<file path="config.mk">
export PLATFORM = sky130hd
export DESIGN_NAME = opb_reg_cfg_sequencer
export DESIGN_NICKNAME = d
export VERILOG_FILES = /design/src/rtl/opb_cfg_pkg.sv /design/src/rtl/opb_cfg_addr_check.sv /design/src/rtl/opb_reg_cfg_sequencer.sv
export SDC_FILE = /design/constraint.sdc
export NUM_CORES = 1
export LEC_CHECK = 0
export ABC_AREA = 1
export CORE_MARGIN = 1.5
export CORE_UTILIZATION = 52
export DETAILED_ROUTE_END_ITERATION = 12
export PLACE_DENSITY = 0.89
export SLEW_MARGIN = 20
export SYNTH_ARGS = -nofsm -noshare
export SYNTH_HDL_FRONTEND = slang
export SYNTH_HIERARCHICAL = 1
export SYNTH_SLANG_ARGS = --single-unit
</file>
<file path="constraint.sdc">
create_clock -name OPB_Clk -period 6.5 [get_ports OPB_Clk]
set_input_delay 1.95 -clock OPB_Clk [delete_from_list [all_inputs] [get_ports OPB_Clk]]
set_output_delay 1.95 -clock OPB_Clk [all_outputs]
set_load 0.1 [all_outputs]
</file>
<file path="src/rtl/opb_cfg_pkg.sv">
// Shared types for the OPB configuration master: FSM states, response codes
// and counter sizing.
package opb_cfg_pkg;

    typedef enum logic [1:0] {
        S_IDLE,
        S_BUS,
        S_BACKOFF,
        S_RESP
    } state_t;

    typedef enum logic [2:0] {
        ST_OK      = 3'd0,
        ST_ERR     = 3'd1,
        ST_TIMEOUT = 3'd2,
        ST_RETRY   = 3'd3,
        ST_ADDR    = 3'd4
    } status_t;

    // Bits needed to hold values 0..max_val, never less than one.
    function automatic int cnt_width(input int max_val);
        return (max_val < 2) ? 1 : $clog2(max_val + 1);
    endfunction

    localparam int DEF_TIMEOUT   = 16;
    localparam int DEF_MAX_RETRY = 4;
    localparam int TOUT_W_DEF    = cnt_width(DEF_TIMEOUT - 1);
    localparam int RETRY_W_DEF   = cnt_width(DEF_MAX_RETRY);

endpackage

</file>
<file path="src/rtl/opb_cfg_addr_check.sv">
// Combinational inclusive address-window compare for OPB masters.
module opb_cfg_addr_check #(
    parameter logic [31:0] C_BASEADDR = 32'h010B0000,
    parameter logic [31:0] C_HIGHADDR = 32'h010B00FF
) (
    input  logic [31:0] addr,
    output logic        in_window
);

    assign in_window = (addr >= C_BASEADDR) && (addr <= C_HIGHADDR);

endmodule

</file>
<file path="src/rtl/opb_reg_cfg_sequencer.sv">
// Single-outstanding OPB master: one command in, one bus transaction (with
// retry/backoff and timeout), one status/data response out.
module opb_reg_cfg_sequencer
    import opb_cfg_pkg::*;
#(
    parameter logic [31:0] C_BASEADDR  = 32'h010B0000,
    parameter logic [31:0] C_HIGHADDR  = 32'h010B00FF,
    parameter int          C_TIMEOUT   = DEF_TIMEOUT,
    parameter int          C_MAX_RETRY = DEF_MAX_RETRY
) (
    input  logic        OPB_Clk,
    input  logic        OPB_Rst_n,
    input  logic        cmd_valid,
    output logic        cmd_ready,
    input  logic        cmd_rnw,
    input  logic [31:0] cmd_addr,
    input  logic [31:0] cmd_data,
    output logic        rsp_valid,
    input  logic        rsp_ready,
    output logic [2:0]  rsp_status,
    output logic [31:0] rsp_data,
    output logic [0:31] M_ABus,
    output logic [0:3]  M_BE,
    output logic [0:31] M_DBus,
    output logic        M_RNW,
    output logic        M_select,
    output logic        M_seqAddr,
    input  logic [0:31] Sl_DBus,
    input  logic        Sl_xferAck,
    input  logic        Sl_errAck,
    input  logic        Sl_retry,
    input  logic        Sl_toutSup
);

    localparam int TOUT_W  = cnt_width(C_TIMEOUT - 1);
    localparam int RETRY_W = cnt_width(C_MAX_RETRY);
    localparam logic [TOUT_W-1:0]  TOUT_LAST = TOUT_W'(C_TIMEOUT - 1);
    localparam logic [RETRY_W-1:0] RETRY_MAX = RETRY_W'(C_MAX_RETRY);

    state_t               state;
    logic [TOUT_W-1:0]    tout_cnt;
    logic [RETRY_W-1:0]   retry_cnt;
    logic                 rnw_q;
    logic [31:0]          addr_q;
    logic [31:0]          data_q;
    logic                 in_window;
    logic                 accept;
    logic                 tout_fire;
    logic                 bus_exit;

    opb_cfg_addr_check #(
        .C_BASEADDR (C_BASEADDR),
        .C_HIGHADDR (C_HIGHADDR)
    ) u_addr_check (
        .addr      (cmd_addr),
        .in_window (in_window)
    );

    assign M_seqAddr = 1'b0;
    assign accept    = (state == S_IDLE) && cmd_valid && cmd_ready;
    // A suppressed cycle can never time out; the counter is frozen then.
    assign tout_fire = !Sl_toutSup && (tout_cnt == TOUT_LAST);
    assign bus_exit  = Sl_errAck || Sl_xferAck || Sl_retry || tout_fire;

    // Command hold registers are pure data; BACKOFF re-drives the bus from them.
    always_ff @(posedge OPB_Clk) begin
        if (accept) begin
            rnw_q  <= cmd_rnw;
            addr_q <= cmd_addr;
            data_q <= cmd_data;
        end
    end

    always_ff @(posedge OPB_Clk or negedge OPB_Rst_n) begin
        if (!OPB_Rst_n) begin
            state      <= S_IDLE;
            tout_cnt   <= '0;
            retry_cnt  <= '0;
            cmd_ready  <= 1'b1;
            rsp_valid  <= 1'b0;
            rsp_status <= '0;
            rsp_data   <= '0;
            M_ABus     <= '0;
            M_BE       <= '0;
            M_DBus     <= '0;
            M_RNW      <= 1'b0;
            M_select   <= 1'b0;
        end else begin
            case (state)
                S_IDLE: begin
                    if (accept) begin
                        cmd_ready <= 1'b0;
                        tout_cnt  <= '0;
                        retry_cnt <= '0;
                        if (in_window) begin
                            state    <= S_BUS;
                            M_select <= 1'b1;
                            M_ABus   <= cmd_addr;
                            M_BE     <= 4'b1111;
                            M_DBus   <= cmd_rnw ? 32'd0 : cmd_data;
                            M_RNW    <= cmd_rnw;
                        end else begin
                            state      <= S_RESP;
                            rsp_valid  <= 1'b1;
                            rsp_status <= ST_ADDR;
                            rsp_data   <= '0;
                        end
                    end
                end

                S_BUS: begin
                    if (bus_exit) begin
                        M_select <= 1'b0;
                        M_ABus   <= '0;
                        M_BE     <= '0;
                        M_DBus   <= '0;
                        M_RNW    <= 1'b0;
                    end
                    if (Sl_errAck) begin
                        state      <= S_RESP;
                        rsp_valid  <= 1'b1;
                        rsp_status <= ST_ERR;
                        rsp_data   <= '0;
                    end else if (Sl_xferAck) begin
                        state      <= S_RESP;
                        rsp_valid  <= 1'b1;
                        rsp_status <= ST_OK;
                        rsp_data   <= rnw_q ? Sl_DBus : 32'd0;
                    end else if (Sl_retry) begin
                        if (retry_cnt < RETRY_MAX) begin
                            retry_cnt <= retry_cnt + RETRY_W'(1);
                            state     <= S_BACKOFF;
                        end else begin
                            state      <= S_RESP;
                            rsp_valid  <= 1'b1;
                            rsp_status <= ST_RETRY;
                            rsp_data   <= '0;
                        end
                    end else if (tout_fire) begin
                        state      <= S_RESP;
                        rsp_valid  <= 1'b1;
                        rsp_status <= ST_TIMEOUT;
                        rsp_data   <= '0;
                    end else if (!Sl_toutSup) begin
                        tout_cnt <= tout_cnt + TOUT_W'(1);
                    end
                end

                S_BACKOFF: begin
                    state    <= S_BUS;
                    tout_cnt <= '0;
                    M_select <= 1'b1;
                    M_ABus   <= addr_q;
                    M_BE     <= 4'b1111;
                    M_DBus   <= rnw_q ? 32'd0 : data_q;
                    M_RNW    <= rnw_q;
                end

                S_RESP: begin
                    if (rsp_ready) begin
                        state      <= S_IDLE;
                        rsp_valid  <= 1'b0;
                        rsp_status <= '0;
                        rsp_data   <= '0;
                        cmd_ready  <= 1'b1;
                        tout_cnt   <= '0;
                        retry_cnt  <= '0;
                    end
                end

                default: state <= S_IDLE;
            endcase
        end
    end

endmodule

</file>
==> results of run 1 <==
how the worst max path moves through the flow:
stage / slack, ns / startpoint / depth (start not counted) / to
6_report: 2.36 / cmd_ready / 1 / cmd_ready
5_1_grt: 2.20 / Sl_xferAck / 9 / M_DBus[11]
4_1_cts: 2.36 / cmd_ready / 1 / cmd_ready
3_5_place_dp: 2.00 / Sl_xferAck / 9 / M_DBus[28]
3_3_place_gp: 2.09 / Sl_xferAck / 9 / M_DBus[2]
2_1_floorplan: 1.28 / cmd_valid / 2 / addr_q[0]
cell usage in the layout (no fill, tap or decap), types with 3 or more instances in the layout:
| cell type | count |
|---|---|
| clkbuf_16 | 18 |
| nor2_2 | 6 |
| nor2_1 | 60 |
| o21ai_2 | 34 |
| ha_1 | 7 |
| o21ai_0 | 6 |
| buf_4 | 10 |
| dfrtp_1 | 111 |
| nand3_1 | 112 |
| clkbuf_1 | 7 |
| nand2_1 | 274 |
| nand4_1 | 3 |
| inv_1 | 52 |
| clkinv_2 | 4 |
| edfxtp_1 | 65 |
| clkdlybuf4s50_1 | 210 |
| a22oi_1 | 32 |
kinds of logic after synthesis:
kind of cell,Yosys count,synth area share (%)
compound gates,75,7.402
flops,177,59.99
buf+inv,108,6.692
simple gates,463,24.50
fa+ha+maj,8,1.263
xor+xnor,1,0.1105
other cells,1,0.04730
per-stage QoR:
stage | setup slack (ns) | hold WS (ns) | utilization [%] | instances | instance area [um^2]
detailed placement | 1.997 | 0.4574 | 68.23 | 1185 | 10030
finish | 2.364 | 0.4695 | 71.83 | 1217 | 10560
global route | 2.205 | 0.4974 | 71.83 | 1217 | 10560
floorplan | 1.281 | 0.4570 | - | 833 | 7928
global placement | 2.093 | 0.4530 | 68.23 | 1185 | 10030
CTS | 2.365 | 0.4734 | 71.81 | 1217 | 10560
sequential cells by signal, summed over array words and instances (netlist names):
name,flops
M_ABus,32
M_DBus,32
addr_q,32
data_q,32
rsp_data,32
tout_cnt,4
retry_cnt,3
rsp_status,3
state,2
M_BE,1
M_RNW,1
cmd_ready,1
rnw_q,1
rsp_valid,1
cell type report:
type / instances / area [um^2]
timing repair buffer: 220 / 2177
fill: 1056 / 4141
clock buffer: 26 / 490.5
clock inverter: 6 / 35.03
tap: 184 / 230.2
multi-input combinational: 548 / 2659
inverter: 56 / 210.2
sequential: 177 / 4756
cells in the mapped netlist:
cell type / count / area [um^2]
a22oi_1: 32 / 240.2
edfxtp_1: 65 / 1952
o21ai_0: 6 / 30.03
nor2_2: 3 / 18.77
ha_1: 8 / 100.1
conb_1: 1 / 3.750
nand3b_1: 1 / 7.510
clkinv_1: 2 / 7.510
nand2_1: 274 / 1028
nand3_1: 112 / 560.5
inv_2: 2 / 7.510
nor3_4: 1 / 16.27
nand4_1: 3 / 18.77
dfrtp_1: 111 / 2778
nor3_1: 1 / 5.000
xnor2_1: 1 / 8.760
or2_2: 1 / 6.260
buf_2: 25 / 125.1
nand3_4: 1 / 17.52
buf_6: 10 / 112.6
o21ai_2: 34 / 297.8
a21oi_1: 2 / 10.01
clkbuf_1: 12 / 45.04
dfstp_2: 1 / 26.28
a21oi_2: 1 / 8.760
inv_1: 52 / 195.2
nand2_4: 2 / 22.52
buf_4: 5 / 37.54
nor2_1: 64 / 240.2
worst reg2reg max path, stage by stage, from the launching register on:
cell      delay, ns
dfrtp_1        0.43
inv_1          0.14
ha_1           0.47
nand3_1        0.18
clkinv_1       0.11
nand2_4        0.22
nand2_4        0.22
buf_4          0.81
nand2_1        0.27
o21ai_2        0.10
routing by layer:
layer  share of wire, %  global-route usage, %  up-vias
met3                4.4                  4.007       47
met1                 41                  31.26     2980
met2                 51                  41.37      218
met4                3.7                  11.70        0
met5                  0                      0        -
li1                   -                      -     3094
==> results.py, run 1 <==
metrics = {
    "clock_tree": {
        "post_cts_buffers": 0,
        "numCtsBuffers": 17,
        "cts_resized": 0,
        "holdBufCountCts": 0,
        "cts_tree": "yes",
        "htreeDepth": 4,
        "clk_latency_ns": 0.41,
        "cts.sink_count": 177,
        "cts_buffer_depth": 2,
        "cts_root_buf": "clkbuf_16",
        "clkTransAtPathRegs_ns": 0.06,
    },
    "synthesis": {
        "synth_cell_types": 29,
        "ys_seq_elements": 177,
        "seq_area_frac_synth_pct": 59.99,
        "avgSynthCellArea_um2": 9.517,
        "syn_area_mm2": 0.007928,
        "synth_fp_nets": 946,
        "syn_inst": 833,
        "yosys_warnings": 6,
    },
    "hold_path": {
        "hold_depth": 2,
        "whs_endpoint": "rsp_valid",
        "min-delay-path-class": "flip-flop to flip-flop",
        "worstHoldStart": "rsp_valid",
    },
    "critical_path": {
        "rr_endpoint": "M_DBus[10]",
        "crit_chain": "clkdlybuf4s50_1",
        "critical-path-top-delay-family": "buffers and inverters",
        "crit_required_ns": 4.55,
        "critPathLaunchType": "flip-flop",
        "critPathMaxStageDelay_ns": 1.19,
        "worst-path-max-fanout": 4,
        "critical_path_buf_inv_count": 1,
        "crit_type": "flip-flop to primary output",
        "critPathSlowestCell": "clkdlybuf4s50_1",
        "r2r_start": "state[1]",
        "r2r_slack_ns": 3.47,
        "setup.worst_path.end_class": "primary output",
        "arrival_ns": 2.19,
        "ff2ff_path_depth": 9,
    },
    "sta": {
        "tns_ns": 0,
        "finalSetupViolCount": 0,
        "slew_headroom_pct": 27.58,
        "finalHoldViolCount": 0,
        "timing.final.crit_share_pct": 63.64,
        "report.final.slew_viol_count": 0,
        "period_needed_ns": 4.136,
        "rsz0062_at_grt": "no",
        "clock.fmax_ghz": 0.2418,
        "fin_worst_skew_ns": 0.007389,
        "max_slew.worst_pin.slew_ns": 1.086,
    },
    "placement": {
        "io_buffers": 211,
        "routabilityCongestion": 0.8152,
        "dpl.hpwl_mm": 12.73,
    },
    "grt": {
        "grt_pass1_vias": 6234,
        "antenna_found_initial": 0,
        "grt_pass1_wl_mm": 31.08,
        "grt_max_degree": 93,
        "grt.total_usage_pct": 24.57,
        "grt_overflow_total": 0,
    },
    "run_status": {
        "status": "finished clean",
    },
    "drt": {
        "first_pass_iters": 5,
        "avgViaCountPerCell": 5.209,
        "avgRoutedWirePerCell_um": 15.47,
        "vias": 6339,
        "ant_nets": 0,
        "drt_iter0_markers": 453,
        "routed_wl_mm": 18.82,
        "drc": 0,
    },
    "floorplan": {
        "start_util_pct": 53.93,
        "fp.dieH_um": 126.5,
        "io_pins": 213,
        "core_area_mm2": 0.01470,
        "die_area_mm2": 0.01599,
        "chipWidth_um": 126.5,
        "rows": 44,
    },
    "job": {
        "maxCapViolations": 0,
    },
    "layout": {
        "areaGrowthSynthToFinish_pct": 33.18,
        "antenna_cells": 0,
        "drive_above_1_share_pct": 8.325,
        "final_nets": 1133,
    },
}
Power of run 1 is not shown: default switching activity piles up to over one toggle a cycle in this logic, so the estimate is an artifact.
==> inputs of run 2 (changes only) <==
CORE_UTILIZATION = 44   (was 52)
PLACE_DENSITY = 0.81   (was 0.89)
clock period = 3.7 ns   (was 6.5 ns; I/O delays follow)
==> run 2 against run 1 <==
Non-clock buffer count up 5; first-iteration DRC count fell by 18%; critical endpoint is now M_DBus[23]; global-route usage is 4.1 points lower.
==> results.py, run 2 (synthesis gave the netlist of run 1 again) <==
metrics = {
    "run_status": {
        "status": "finished clean",
    },
    "layout": {
        "layout_commonest_cell": "nand2_1",
        "final_area_mm2": 0.01047,
        "final_nets": 1138,
        "areaGrowthSynthToFinish_pct": 32.02,
        "drive_above_1_share_pct": 19.56,
        "antenna_cells": 0,
        "final_cell_mix": "274 x nand2_1, 119 x buf_4, 112 x nand3_1",
    },
    "clock_tree": {
        "numCtsBuffers": 17,
        "cts_tree": "yes",
        "clkTransAtPathRegs_ns": 0.07,
        "cts_root_buf": "clkbuf_16",
        "post_cts_buffers": 0,
        "cts_buffer_depth": 2,
        "clk_latency_ns": 0.42,
        "cts.sink_count": 177,
        "cts_resized": 0,
        "htreeDepth": 4,
        "holdBufCountCts": 0,
    },
    "grt": {
        "grt.total_usage_pct": 20.45,
        "grt_pass1_wl_mm": 29.85,
        "grt_max_degree": 75,
        "antenna_found_initial": 0,
        "grt_pass1_vias": 5857,
        "grt_overflow_total": 0,
    },
    "drt": {
        "drc": 0,
        "routed_wl_mm": 19.02,
        "vias": 6290,
        "avgViaCountPerCell": 4.980,
        "avgRoutedWirePerCell_um": 15.06,
        "ant_nets": 0,
        "first_pass_iters": 5,
        "drt_iter0_markers": 370,
    },
    "placement": {
        "routabilityCongestion": 0.7856,
        "io_buffers": 211,
        "dpl.hpwl_mm": 12.81,
        "dpl_cell_area_mm2": 0.009888,
    },
    "sta": {
        "slew_headroom_pct": 32.26,
        "finalHoldViolCount": 0,
        "report.final.slew_viol_count": 0,
        "clock.fmax_ghz": 0.3413,
        "timing.final.crit_share_pct": 79.18,
        "rsz0062_at_grt": "no",
        "period_needed_ns": 2.930,
        "finalSetupViolCount": 0,
        "fin_worst_skew_ns": 0.01011,
        "max_slew.worst_pin.slew_ns": 1.015,
        "tns_ns": 0,
    },
    "critical_path": {
        "arrival_ns": 3.23,
        "ff2ff_path_depth": 9,
        "worst-path-max-fanout": 74,
        "crit_type": "input pin to flip-flop",
        "critPathLaunchType": "input pin",
        "setup.worst_path.end_class": "flip-flop",
        "crit_required_ns": 4.00,
    },
    "floorplan": {
        "core_area_mm2": 0.01748,
        "fp.dieH_um": 137.2,
        "die_area_mm2": 0.01883,
        "io_pins": 213,
        "rows": 48,
        "start_util_pct": 45.36,
        "chipWidth_um": 137.2,
    },
    "hold_path": {
        "hold_depth": 2,
        "min-delay-path-class": "flip-flop to flip-flop",
    },
    "job": {
        "maxCapViolations": 0,
    },
}
==> run 2: changes by cell type in the layout (fill, tap and decap cells not counted), moves of 3 or more <==
cell / before / now
clkinv_2: 4 / 1
buf_12: 0 / 3
inv_6: 0 / 4
clkdlybuf4s50_1: 210 / 103
clkbuf_1: 7 / 1
clkinvlp_4: 0 / 3
buf_4: 10 / 119
==> run 2: worst max-delay path, stage by stage <==
cell and delay, ns:
clkdlybuf4s50_1 0.50, inv_1 0.05, nor2_1 0.11, nand2_1 0.07, nor2_1 0.11, nand2_1 0.10, nor2_2 0.14, nor2_1 0.10
nor3_4 0.21, nand2_4 0.18, buf_12 0.24, nand2_1 0.15, o21ai_2 0.06
==> run 2: area by class of cell <==
class	count	area, um^2
Fill cell	1484	7010
Sequential cell	177	4756
Multi-Input combinational cell	548	2656
Timing Repair Buffer	225	1984
Clock buffer	20	456.7
Tap cell	225	281.5
Inverter	56	210.2
Clock inverter	12	121.4
==> run 2: path summary, 6_finish.rpt <==
kind / slack, ns / from / end
min in group asynchronous: 0.75 / OPB_Rst_n / M_DBus[10]
setup / recovery: 0.77 / cmd_addr[24] / M_DBus[23]
max in group asynchronous: 2.17 / OPB_Rst_n / cmd_ready
hold / removal: 0.47 / rsp_data[20] / rsp_data[20]
setup reg to reg: 1.29 / state[1] / rsp_data[8]
hold reg to reg: 0.47 / rsp_data[20] / rsp_data[20]
==> run 2: through the flow <==
| step | worst slack, ns | util (%) | cells | hold WS [ns] |
|---|---|---|---|---|
| after detailed placement | 0.3874 | 56.58 | 1231 | 0.4594 |
| after global placement | 0.4785 | 56.58 | 1231 | 0.4559 |
| after global routing | 0.6878 | 59.89 | 1263 | 0.4947 |
| after CTS | 0.8394 | 59.89 | 1263 | 0.4752 |
| final | 0.7703 | 59.89 | 1263 | 0.4719 |
| after floorplan | 0.4136 | - | 833 | 0.4570 |
==> run 2: layer usage <==
layer / track usage (%) / share of wire (%) / vias up
met4: 8.246 / 2.0 / 0
li1: - / - / 3102
met3: 3.974 / 4.7 / 22
met1: 26.48 / 43 / 2992
met5: 0 / 0 / -
met2: 33.84 / 50 / 174
Power of run 2 is left out for the same reason.
